$ cat config.mk
export PLATFORM = sky130hd
export DESIGN_NAME = zx81_tape_player
export DESIGN_NICKNAME = d
export VERILOG_FILES = /design/src/rtl/zx81_tape_player.sv
export SDC_FILE = /design/constraint.sdc
export NUM_CORES = 1
export LEC_CHECK = 0
export CORE_UTILIZATION = 64
export DETAILED_ROUTE_END_ITERATION = 10
export DONT_BUFFER_PORTS = 1
export GPL_TIMING_DRIVEN = 0
export MAX_ROUTING_LAYER = met4
export PLACE_DENSITY = 0.8
export RECOVER_POWER = 50
export SLEW_MARGIN = 20
export SYNTH_ARGS = -nofsm -noshare
export SYNTH_HDL_FRONTEND = slang
export SYNTH_SLANG_ARGS = --single-unit
$ cat constraint.sdc
create_clock -name clk_sys -period 4.6 [get_ports clk_sys]
set_input_delay 0.46 -clock clk_sys [delete_from_list [all_inputs] [get_ports clk_sys]]
set_output_delay 0.46 -clock clk_sys [all_outputs]
set_load 0.005 [all_outputs]
$ cat src/rtl/zx81_tape_player.sv
// Plays a .p/.o tape image from the tape buffer RAM as ZX81 cassette pulses.
// The output feeds the ULA tape input, so the stock ROM LOAD routine can read it.
module zx81_tape_player #(
    parameter int         CLK_HZ    = 52000000,
    parameter int         PULSE_US  = 150,
    parameter int         GAP_US    = 1300,
    parameter int         LEADER_US = 500000,
    parameter int         NAME_EN   = 1,
    parameter logic [7:0] NAME_BYTE = 8'hA6,
    parameter int         POLARITY  = 0
) (
    input  logic        clk_sys,
    input  logic        reset,
    input  logic        start,
    input  logic        stop,
    input  logic [13:0] tape_size,
    output logic [13:0] rd_addr,
    input  logic [7:0]  rd_data,
    output logic        tape_out,
    output logic        busy,
    output logic        done,
    output logic [13:0] progress
);

    localparam int DIV = CLK_HZ / 1000000;
    localparam int PW  = (DIV > 1) ? $clog2(DIV) : 1;

    typedef enum logic [3:0] {
        S_IDLE, S_LEADER, S_LOADN, S_FETCH, S_BITSTART, S_PHI, S_PLO, S_GAP, S_DONE
    } state_t;

    state_t      state, state_nxt;
    logic [PW-1:0] presc;
    logic [19:0] dur, dur_max;
    logic [3:0]  pulse_cnt;
    logic [2:0]  bit_cnt;
    logic [7:0]  shreg;
    logic        fetch_wait;
    logic        name_phase;
    logic        tick, timer_done, last_byte;

    assign tick      = (presc == PW'(DIV - 1));
    assign last_byte = ({1'b0, rd_addr} + 15'd1) >= {1'b0, tape_size};

    always_comb begin
        dur_max = 20'd0;
        case (state)
            S_LEADER:     dur_max = 20'(LEADER_US - 1);
            S_PHI, S_PLO: dur_max = 20'(PULSE_US - 1);
            S_GAP:        dur_max = 20'(GAP_US - 1);
            default:      dur_max = 20'd0;
        endcase
    end

    assign timer_done = tick && (dur == dur_max);

    // Between bits GAP goes straight to PHI; BITSTART only costs a clock once per byte.
    always_comb begin
        state_nxt = state;
        case (state)
            S_IDLE:     if (start && tape_size != 14'd0) state_nxt = S_LEADER;
            S_LEADER:   if (timer_done) state_nxt = (NAME_EN != 0) ? S_LOADN : S_FETCH;
            S_LOADN:    state_nxt = S_BITSTART;
            S_FETCH:    if (fetch_wait) state_nxt = S_BITSTART;
            S_BITSTART: state_nxt = S_PHI;
            S_PHI:      if (timer_done) state_nxt = S_PLO;
            S_PLO:      if (timer_done) state_nxt = (pulse_cnt > 4'd1) ? S_PHI : S_GAP;
            S_GAP: begin
                if (timer_done) begin
                    if (bit_cnt != 3'd7)              state_nxt = S_PHI;
                    else if (name_phase || !last_byte) state_nxt = S_FETCH;
                    else                              state_nxt = S_DONE;
                end
            end
            S_DONE:     state_nxt = S_IDLE;
            default:    state_nxt = S_IDLE;
        endcase
        if (stop) state_nxt = S_IDLE;
    end

    always_ff @(posedge clk_sys) begin
        if (reset) begin
            state      <= S_IDLE;
            presc      <= '0;
            dur        <= 20'd0;
            pulse_cnt  <= 4'd0;
            bit_cnt    <= 3'd0;
            rd_addr    <= 14'd0;
            progress   <= 14'd0;
            fetch_wait <= 1'b0;
            name_phase <= 1'b0;
        end else begin
            state <= state_nxt;
            // Timer restarts on every state change so each timed state is exactly N ticks.
            if (state_nxt != state) begin
                presc <= '0;
                dur   <= 20'd0;
            end else begin
                presc <= tick ? '0 : presc + PW'(1);
                if (tick) dur <= dur + 20'd1;
            end

            case (state)
                S_IDLE: begin
                    if (state_nxt == S_LEADER) begin
                        rd_addr    <= 14'd0;
                        progress   <= 14'd0;
                        bit_cnt    <= 3'd0;
                        fetch_wait <= 1'b0;
                        name_phase <= (NAME_EN != 0);
                    end
                end
                S_LOADN: shreg <= NAME_BYTE;
                S_FETCH: begin
                    fetch_wait <= ~fetch_wait;
                    if (fetch_wait) begin
                        shreg    <= rd_data;
                        progress <= rd_addr;
                    end
                end
                S_BITSTART: pulse_cnt <= shreg[7] ? 4'd9 : 4'd4;
                S_PLO: if (timer_done && pulse_cnt > 4'd1) pulse_cnt <= pulse_cnt - 4'd1;
                S_GAP: begin
                    if (timer_done) begin
                        shreg   <= {shreg[6:0], 1'b0};
                        bit_cnt <= bit_cnt + 3'd1;
                        if (bit_cnt != 3'd7) begin
                            pulse_cnt <= shreg[6] ? 4'd9 : 4'd4;
                        end else if (name_phase) begin
                            name_phase <= 1'b0;
                            rd_addr    <= 14'd0;
                        end else if (!last_byte) begin
                            rd_addr <= rd_addr + 14'd1;
                        end
                    end
                end
                default: ;
            endcase
        end
    end

    assign tape_out = (state == S_PHI) ^ (POLARITY != 0);
    assign busy     = (state != S_IDLE) && (state != S_DONE);
    assign done     = (state == S_DONE);

endmodule

Word-level counts from Yosys, hierarchy flattened
Index checks and enable logic that the tools add are counted.
{"block": "classes", "n_addsub": 6, "order_cmp": 2, "eq_ne": 21, "mux": 38, "bitwise": 2, "n_reduce_logical": 23}
{"cell": "$mux 14", "n": 6}
{"cell": "$pmux 19 s3", "n": 1}
{"cell": "$mux 4", "n": 14}
{"cell": "$pmux 14 s2", "n": 2}
{"cell": "$pmux 4 s8", "n": 1}
{"cell": "$pmux 8 s3", "n": 1}
{"cell": "$add 20x1->20 const B", "n": 1}
{"cell": "$eq 20x20->1", "n": 1}
{"cell": "$eq 4x3->1 const B", "n": 4}
{"cell": "$mux 8", "n": 2}
{"cell": "$add 14x1->15 const B", "n": 1}
{"cell": "$ge 15x14->1", "n": 1}
{"cell": "$add 14x1->14 const B", "n": 1}
{"cell": "$reduce_bool 14->1", "n": 1}
{"cell": "$ne 2x2->1 const B", "n": 6}
{"cell": "$pmux 4 s3", "n": 1}
{"cell": "$reduce_and 4->1", "n": 3}
{"cell": "$eq 4x1->1 const B", "n": 2}
{"cell": "$eq 4x2->1 const B", "n": 2}
{"cell": "$add 6x1->6 const B", "n": 1}
{"cell": "$eq 6x6->1 const B", "n": 1}
{"cell": "$mux 3", "n": 2}
{"cell": "$ne 3x3->1 const B", "n": 2}
{"cell": "$pmux 3 s2", "n": 1}
{"cell": "other kinds (22)", "n": 34}
{"block": "totals", "regBits": 75, "output_inout_bits": 31}

Depth between registers and ports, before layout
{"block": "logic_depth", "ltp_word": 12, "ltp_mapped": 17, "mapped_depth_nobuf": 16}

Least setup slack after synthesis
Ideal clock, no wire load.
{"block": "synth_path", "path_kind": "flip-flop to flip-flop", "startpoint": "reg rd_addr[2]", "endpoint": "reg dur[19]", "setup_time_ns": 0.143, "t_arrival_ns": 3.484, "t_required_ns": 4.457, "setup_slack_ns": 0.973, "path_stages_with_launch": 18, "n_path_buf": 2, "cell_sequence": "dfxtp_1 > clkbuf_1 > and3_1 > nand3_1 > nor2_1 > and3_1 > nand3_1 > xnor2_1 > ha_1 > nand3_1 > nor4_1 > nor3_1 > o2111a_1 > a211o_1 > o21ai_2 > xnor2_2 > buf_4 > nor3_1"}
{"block": "synth_between", "elab_chain_cells": 11}
{"element": "from (decl)", "line": "17", "text": "output logic [13:0] rd_addr,"}
{"element": "from (signal assigned)", "line": "133", "text": "rd_addr <= rd_addr + 14'd1;"}
{"element": "$add 14x1->15", "line": "43", "text": "assign last_byte = ({1'b0, rd_addr} + 15'd1) >= {1'b0, tape_size};"}
{"element": "$ge 15x14->1", "line": "43"}
{"element": "$logic_not 1->1"}
{"element": "$logic_or 1x1->1", "line": "71", "text": "else if (name_phase || !last_byte) state_nxt = S_FETCH;"}
{"element": "$mux 4", "line": "71"}
{"element": "$mux 4", "line": "70", "text": "if (bit_cnt != 3'd7) state_nxt = S_PHI;"}
{"element": "$mux 4", "line": "69", "text": "if (timer_done) begin"}
{"element": "$pmux 4 s8", "line": "60", "text": "case (state)"}
{"element": "$mux 4", "line": "78", "text": "if (stop) state_nxt = S_IDLE;"}
{"element": "$ne 4x4->1", "line": "95", "text": "if (state_nxt != state) begin"}
{"element": "$reduce_or 2->1 (no source line)"}
{"element": "to (signal assigned)", "line": "100", "text": "if (tick) dur <= dur + 20'd1;"}
{"element": "to (decl)", "line": "34", "text": "logic [19:0] dur, dur_max;"}
No other way between the ends.
A chain may end at the register's enable or synchronous reset.

Worst setup path after layout
{"block": "layout_path", "startpoint": "reg rd_addr[0]", "endpoint": "reg rd_addr[6]"}
{"block": "layout_between", "elab_chain_cells": 12}
{"element": "$add 14x1->15", "line": "43"}
{"element": "$ge 15x14->1", "line": "43"}
{"element": "$logic_not 1->1"}
{"element": "$logic_or 1x1->1", "line": "71"}
{"element": "$mux 4", "line": "71"}
{"element": "$mux 4", "line": "70"}
{"element": "$mux 4", "line": "69"}
{"element": "$pmux 4 s8", "line": "60"}
{"element": "$mux 4", "line": "78"}
{"element": "$eq 4x1->1", "line": "105", "text": "if (state_nxt == S_LEADER) begin"}
{"element": "$ne 2x2->1 (no source line)"}
{"element": "$reduce_and 5->1 (no source line)"}
Parallel ways exist; a longest one is shown, timed or not. The select of a mux whose other input is x is not followed.

==> results.toml <==
[status]
outcome = "finished, final reports clean"

[sta]
setup_viol = 0
fin_skew_ns = 0.00975
maxSlewHeadroom = 0.429
setup_tns_ns = 0
post-route-min-period_ns = 4.29
hold_ws_ns = 0.277
min_period_over_period = 0.932
hold_viol_final = 0
rsz0062_at_grt = "false"
fmax_mhz = 233
slew_viol_final = 0
worst_slew_pin_slew_ns = 0.849

[critical_path]
r2r-start = "rd_addr[0]"
start_kind = "flip-flop"
cpPeakStageDelay_ns = 0.55
r2r_cells = 17
crit_path_end_kind = "flip-flop"
cp.required_ns = 4.87
worstSetupPathType = "flip-flop to flip-flop"
cp.arrival_ns = 4.55
critPathMaxFanout = 10
crit_slowest_cell = "dfxtp_1"
worstPathCellList = "ha_1 > nand4_1 > nor2_1 > nand4_1 > inv_1 > nand3_1 > xnor2_1 > ha_1 > nand3_1 > nor4_1 > nor3_1 > o2111a_1 > a211o_1 > o211ai_2 > nand2_1 > buf_2 > a311oi_2"
cp-startpoint = "rd_addr[0]"

[cts]
clock_sinks = 75
clock_path_buffers = 2
worstSkewPairLatency_ns = 0.35
htreeDepth = 3
cts_resized = 0
hold_buffers = 0
clock-root-buffer = "clkbuf_8"
cts_made_buffers = 9
post_cts_buffers = 0
cts_tree = "yes"
clk_pin_slew_worst_paths_ns = 0.08

[yosys]
synthDistinctLibCells = 62
async_reset_ff_frac = 0
syn-instance-count = 550
ys_warn_count = 0
synth_edf_count = 8
synth-main-ff-cell = "dfxtp_1"
synth_seq_area_share = 0.341
avgSynthCellArea_um2 = 8.43
syn_area_mm2 = 0.00464
ys_ff_latch = 75
synth_nets = 597

[cells_and_area]
fill_cells = 596
finalNetCount = 608
area.sequential_mm2 = 0.00158
multi_input_area_mm2 = 0.00280
area_growth_syn_to_layout_pct = 7.23
drive_gt1_frac = 0.104
layout_common_cells = "dfxtp_1 (67), nand2_1 (46), a21oi_1 (44), nand3_1 (37), clkbuf_1 (28)"
final_common_cell = "dfxtp_1"
antennaDiodeCount = 0

[place]
gp_congestion = 0.975
io_buffers = 0
dp_hpwl_mm = 8.99

[detailed_routing]
wl_per_cell_um = 18.1
drtIter0Drc = 373
num_vias = 4299
drt-pass1-iter-count = 5
drt_wl_total_mm = 12.0
via_per_inst = 6.49
drc = 0
postRouteAntennaNets = 0

[global_routing]
antenna_found_initial = 0
grt_pass1_vias = 3815
grt_pass1_wl_mm = 18.5
grt-ovfl-total = 0
grt_max_degree = 14
grt_util_all_layers = 0.330

[floorplan]
die_x_um = 87.1
die_h_um = 87.1
dieArea_mm2 = 0.00759
num_rows = 30
initial_utilization = 0.672
core_mm2 = 0.00691
boundaryPins = 57

[pwr]
leakagePower_uw = 0.00167
p_per_area_mw_per_mm2 = 258
max-vdd-ir-drop_mv = 0.202

[hold_path]
hold_path.class = "input pin to flip-flop"
worst_hold_startpoint = "reset"
hold_depth = 2

[job]
max-cap-violations = 0
==> synth_stat cells, types with 5 or more instances <==
library cell,n,area share
clkbuf_1,28,0.023
xor2_1,17,0.032
nand3_1,37,0.040
nand2_1,46,0.037
dfxtp_1,67,0.29
nor4_1,15,0.020
o21ai_0,17,0.018
nor3_1,16,0.017
o211ai_1,21,0.034
ha_1,21,0.057
mux2i_1,12,0.026
nor3_2,8,0.017
buf_2,6,0.0065
or4_1,7,0.011
nor2_1,26,0.021
nor4_2,10,0.027
inv_1,26,0.021
nand4_1,12,0.016
or3_1,5,0.0067
nand2b_1,13,0.018
xnor2_1,20,0.038
and3_1,5,0.0067
a21oi_1,44,0.047
edfxtp_1,8,0.052
==> state kept, by name, indices dropped and copies added (netlist names) <==
register / flops
bit_cnt: 3
fetch_wait: 1
rd_addr: 14
shreg: 8
name_phase: 1
progress: 14
presc: 6
pulse_cnt: 4
dur: 20
state: 4
==> cells by family after synthesis <==
group                    share of synthesized area
AND/OR/NAND/NOR                              0.276
AO/OA/AOI/OAI                                0.170
flip-flops                                   0.341
buffers and inverters                       0.0566
XOR/XNOR                                    0.0734
adder cells (fa/ha/maj)                     0.0566
multiplexers                                0.0259
==> metrics by stage <==
| stage | instance area, um2 | total power [uW] | utilization | worst slack [ns] | instances |
|---|---|---|---|---|---|
| after floorplan | 4640 | 737 | - | 0.973 | 550 |
| after global placement | 4760 | 750 | 0.689 | 0.304 | 646 |
| after detailed placement | 4760 | 754 | 0.689 | 0.242 | 646 |
| after CTS | 4970 | 1280 | 0.720 | 0.176 | 662 |
| after global routing | 4970 | 1320 | 0.720 | 0.0293 | 662 |
| final | 4970 | 1280 | 0.720 | 0.315 | 662 |
==> per-layer routing <==
metal,global-route usage,vias to the layer above,part of all wire
met4,0.0879,0,0.015
met3,0.0834,25,0.091
met2,0.459,199,0.42
li1,-,2029,-
met1,0.474,2046,0.47
met5,-,-,0
==> final timing paths <==
check,slack (ns),to
max,0.31,rd_addr[6]
min,0.28,state[3]
max reg2reg,0.31,rd_addr[6]
min reg2reg,0.48,presc[0]
==> power by group <==
group          leakage [uW]  switching, uW  total [uW]  internal [uW]
Clock              0.000106            259         541            282
Sequential         0.000607           2.71         664            662
Combinational      0.000957           51.6        75.8           24.2
==> final cells by class <==
cell class              count  area share
clock buffers              11      0.0304
multi-input cells         410       0.562
plain buffers              39      0.0335
well taps                  96      0.0242
clock inverters             5      0.0121
flip-flops and latches     75       0.318
inverters                  26      0.0196
==> worst max-delay path: cells and delay by family (launching register included) <==
family / cells / cell delay (ns)
buf+inv: 2 / 0.39
xor+xnor: 1 / 0.39
flops: 1 / 0.55
fa+ha+maj: 2 / 0.54
simple gates: 8 / 1.18
compound gates: 4 / 1.14
(Power assumes the default switching activity.)
